[src/rtl/irq_controller.sv]
// Interrupt source for the control unit's irq/pcsel handshake: synchronises and edge-detects
// external lines, holds them pending, masks and prioritises them, and tracks the trap in service.
module irq_controller #(
  parameter int N_SRC       = 8,
  parameter int ID_W        = 3,
  parameter int SYNC_STAGES = 2
) (
  input  logic             clk,
  input  logic             reset,
  input  logic [N_SRC-1:0] src,
  input  logic             mask_we,
  input  logic [N_SRC-1:0] mask_wdata,
  input  logic [2:0]       pcsel,
  input  logic             kernel_mode,
  output logic             irq,
  output logic [ID_W-1:0]  irq_id,
  output logic [N_SRC-1:0] pending,
  output logic [N_SRC-1:0] mask,
  output logic             in_service
);

  typedef enum logic [1:0] {IDLE, REQ, SERVICE} state_t;

  state_t           state_reg, state_next;
  logic [N_SRC-1:0] sync_reg [SYNC_STAGES];
  logic [N_SRC-1:0] sync_prev_reg;
  logic [N_SRC-1:0] pending_reg, pending_next;
  logic [N_SRC-1:0] mask_reg;
  logic [N_SRC-1:0] rise, eligible, clr;
  logic [ID_W-1:0]  sel, irq_id_reg;
  logic             in_service_reg;
  logic             ack;

  // Synchroniser chain plus one extra flop to detect rising edges.
  always_ff @(posedge clk or posedge reset) begin
    if (reset) begin
      for (int i = 0; i < SYNC_STAGES; i++) sync_reg[i] <= '0;
      sync_prev_reg <= '0;
    end else begin
      sync_reg[0] <= src;
      for (int i = 1; i < SYNC_STAGES; i++) sync_reg[i] <= sync_reg[i-1];
      sync_prev_reg <= sync_reg[SYNC_STAGES-1];
    end
  end

  assign rise     = sync_reg[SYNC_STAGES-1] & ~sync_prev_reg;
  assign eligible = pending_reg & mask_reg;

  // Fixed priority: lowest set index wins.
  always_comb begin
    sel = '0;
    for (int i = N_SRC - 1; i >= 0; i--) begin
      if (eligible[i]) sel = ID_W'(i);
    end
  end

  assign irq          = (state_reg == REQ);
  assign ack          = (state_reg == REQ) && irq && (pcsel == 3'd4);
  assign clr          = ack ? (N_SRC'(1) << sel) : '0;
  // A new edge on the bit being acknowledged survives the clear.
  assign pending_next = (pending_reg & ~clr) | rise;

  always_comb begin
    state_next = state_reg;
    case (state_reg)
      IDLE:    if ((eligible != '0) && !kernel_mode) state_next = REQ;
      REQ: begin
        if (ack)                                        state_next = SERVICE;
        else if ((eligible == '0) || kernel_mode)       state_next = IDLE;
      end
      SERVICE: if (!kernel_mode) state_next = IDLE;
      default: state_next = IDLE;
    endcase
  end

  always_ff @(posedge clk or posedge reset) begin
    if (reset) begin
      state_reg      <= IDLE;
      pending_reg    <= '0;
      mask_reg       <= '0;
      irq_id_reg     <= '0;
      in_service_reg <= 1'b0;
    end else begin
      state_reg   <= state_next;
      pending_reg <= pending_next;
      if (mask_we) mask_reg <= mask_wdata;
      if (ack) begin
        irq_id_reg     <= sel;
        in_service_reg <= 1'b1;
      end else if ((state_reg == SERVICE) && !kernel_mode) begin
        in_service_reg <= 1'b0;
      end
    end
  end

  assign irq_id     = irq_id_reg;
  assign pending    = pending_reg;
  assign mask       = mask_reg;
  assign in_service = in_service_reg;

endmodule

[config.mk]
export PLATFORM = sky130hd
export DESIGN_NAME = irq_controller
export DESIGN_NICKNAME = d
export VERILOG_FILES = /design/src/rtl/irq_controller.sv
export SDC_FILE = /design/constraint.sdc
export NUM_CORES = 1
export LEC_CHECK = 0
export BUFFER_PORTS_ARGS = -buffer_cell sky130_fd_sc_hd__buf_2
export CAP_MARGIN = 0
export CORE_MARGIN = 3
export CORE_UTILIZATION = 45
export CTS_BUF_LIST = sky130_fd_sc_hd__clkbuf_4 sky130_fd_sc_hd__clkbuf_8
export DETAILED_ROUTE_END_ITERATION = 16
export GPL_ROUTABILITY_DRIVEN = 0
export GPL_TIMING_DRIVEN = 0
export HOLD_SLACK_MARGIN = 0.05
export PLACE_DENSITY = 0.7
export SETUP_SLACK_MARGIN = 0.2
export SLEW_MARGIN = 15
export SYNTH_ARGS = -nofsm -noshare
export SYNTH_HDL_FRONTEND = slang
export SYNTH_SLANG_ARGS = --single-unit
[constraint.sdc]
create_clock -name clk -period 3.63 [get_ports clk]
set_clock_uncertainty 0.15 [all_clocks]
set_input_delay 0.5445 -clock clk [delete_from_list [all_inputs] [get_ports clk]]
set_output_delay 0.5445 -clock clk [all_outputs]
set_load 0.03 [all_outputs]
==> impl_metrics.py <==
metrics = {
    "clock_tree": {
        "cts_htree_levels": 2,
        "cts_setup_buffers": 0,
        "clk_pin_slew_ns": 0.12,
        "numCtsBuffers": 5,
        "cts.sinks": 46,
        "clockRootBuffer": "clkbuf_4",
        "clk_latency_ns": 0.35,
        "cts_resized": 0,
        "cts_buffer_depth": 2,
        "cts_tree": "built",
        "cts_hold_buffers": 1,
    },
    "final_layout": {
        "most-common-layout-cells": "46 x dfrtp_1, 42 x buf_2, 21 x o21ai_1",
        "n_antenna_cell": 0,
        "final_common_cell": "dfrtp_1",
        "final_util_pct": 58.8,
        "drive_gt1_share_pct": 35.2,
        "fin_cells": 222,
        "largest_reg_flops": 16,
        "nets": 198,
        "area_growth_pct": 23.9,
    },
    "routing": {
        "remaining_drc_errors": 0,
        "firstDrtPassIters": 4,
        "ant_nets": 0,
        "wl_per_cell_um": 13.6,
        "vias": 1133,
        "drt_iter0_markers": 68,
        "vias_per_cell": 5.10,
        "routed_wl_mm": 3.02,
    },
    "timing": {
        "finalSetupTns_ns": 0,
        "slew_viol_final": 0,
        "fin_ws_ns": 1.80,
        "fin_crit_sh_pct": 50.3,
        "max_freq_ghz": 0.547,
        "worst_pin_slew_ns": 0.466,
        "setup_viol": 0,
        "rsz0062_at_grt": "no",
        "hold_viol_final": 0,
        "fin_crit_ns": 1.83,
        "slew_headroom_pct": 68.9,
    },
    "critical_path": {
        "cp_cell_sequence": "nor2b_1 -> buf_2",
        "critPathMaxStageDelay_ns": 0.46,
        "cp_top_family": "flip-flops",
        "end_kind": "primary output",
        "worst_r2r_endpoint": "pending[7]",
        "r2r_cells": 5,
        "reg2reg_slack_ns": 1.99,
        "start_kind": "flop",
        "critical_path_class": "flop to primary output",
        "cp_slowest_cell": "dfrtp_1",
        "worstPathArrival_ns": 1.13,
        "cp.buffers_inverters": 1,
        "cp_max_fo": 5,
        "crit_required_ns": 2.94,
        "r2r-start": "pending[1]",
    },
    "grt": {
        "globalRoute.totalOverflow": 0,
        "antenna_found_initial": 0,
        "grt_first_pass_wirelength_mm": 5.29,
        "grt_pass1_vias": 1248,
        "grtUsageTotal_pct": 16.3,
        "grt_max_degree": 27,
    },
    "outcome": {
        "outcome": "finished, final reports clean",
    },
    "synth": {
        "synth.net_count": 147,
        "synth_cell_type_count": 20,
        "syn_area_um2": 1620,
        "syn_inst": 124,
        "yosysWarnings": 0,
        "yosysSeqAreaShare_pct": 71.0,
        "ys_ff_latch": 46,
        "syn_area_per_cell_um2": 13.1,
    },
    "pwr": {
        "power.density_nw_per_um2": 509,
        "peakVddDrop_mv": 0.271,
        "leakage_nw": 0.918,
    },
    "die": {
        "std_cell_rows": 21,
        "dieWidth_um": 66.0,
        "start_util_pct": 47.5,
        "fp.dieArea_um2": 4360,
        "die_h_um": 66.0,
        "io_pins": 44,
        "coreArea_um2": 3420,
    },
    "worst_hold_path": {
        "hold_path_class": "input port to flop",
        "min_path_cells": 1,
        "min_from": "src[5]",
        "holdPathEnd": "sync_reg[13]",
    },
    "place": {
        "dp_cells": 213,
        "pre_cts_slack_ns": 1.82,
        "dp_hpwl_mm": 2.24,
        "io_buffers": 42,
    },
    "job": {
        "maxCapViolations": 0,
    },
}
## worst register-to-register path, cell delays in order, from the launching register on
cell	delay, ns
dfrtp_1	0.45
a22o_1	0.27
nor2_1	0.25
nand3_1	0.16
o21ai_1	0.17
o21ai_1	0.08
## stage by stage
| step | cell area, µm² | hold slack, ns | power [W] |
|---|---|---|---|
| 2_1_floorplan | 1620 | 0.181 | 0.000671 |
| 3_3_place_gp | 1890 | 0.181 | 0.000715 |
| 3_5_place_dp | 1920 | 0.186 | 0.000725 |
| 4_1_cts | 2010 | 0.119 | 0.00104 |
| 5_1_grt | 2010 | 0.109 | 0.00108 |
| 6_report | 2010 | 0.137 | 0.00102 |
## final cells by class
cell class              count  area (µm²)
fillers                   303        1410
flip-flops and latches     46        1150
multi-input cells          67         429
repair buffers             44         248
well taps                  46        57.6
clock buffers               6        45.0
clock inverters             2        37.5
inverters                  10        37.5
plain buffers               1        3.75
## layer usage
metal	part of all wire [%]	GRT usage [%]
met5	0	0
met4	2.5	8.88
met3	5.4	5.10
met2	54	29.7
met1	38	16.3
## how the worst max path moves through the flow
| stage | from | endpoint | depth (start not counted) |
|---|---|---|---|
| final | state_reg[1] | irq | 2 |
| after CTS | state_reg[1] | irq | 2 |
| after global routing | state_reg[1] | irq | 2 |
| after floorplan | reset | in_service | 1 |
| after detailed placement | pcsel[1] | pending[7] | 6 |
| after global placement | reset | irq_id[0] | 2 |
## cells in the mapped netlist
library cell	number	area, µm²
mux2_2	8	90.1
a21oi_1	1	5.00
nand2_1	11	41.3
nor2_1	3	11.3
clkbuf_1	1	3.75
o21a_1	1	7.51
a22oi_1	2	15.0
o21ai_0	4	20.0
inv_1	10	37.5
a311o_1	1	10.0
nand3_1	3	15.0
and2_4	1	8.76
nor2b_1	2	12.5
o21ai_1	21	105
a22o_1	4	35.0
and2_1	1	6.26
nor3_1	1	5.00
dfrtp_1	46	1150
nor4b_4	1	23.8
a32oi_1	2	17.5
## cells by family (layout without fill, tap and decap cells)
kind of cell,after synthesis,in the layout,share of synthesized area [%]
DFF,46,46,71.0
muxes,8,8,5.56
buffers and inverters,11,63,2.55
and+or+nand+nor,23,23,7.64
AOI/OAI and AO/OA,36,36,13.3
## report_power, final
part / internal [W] / switching [W] / total [W]
logic: 0.0000530 / 0.0000930 / 0.000146
clock network: 0.000153 / 0.000155 / 0.000308
registers: 0.000545 / 0.0000238 / 0.000569
(Power assumes the default switching activity.)
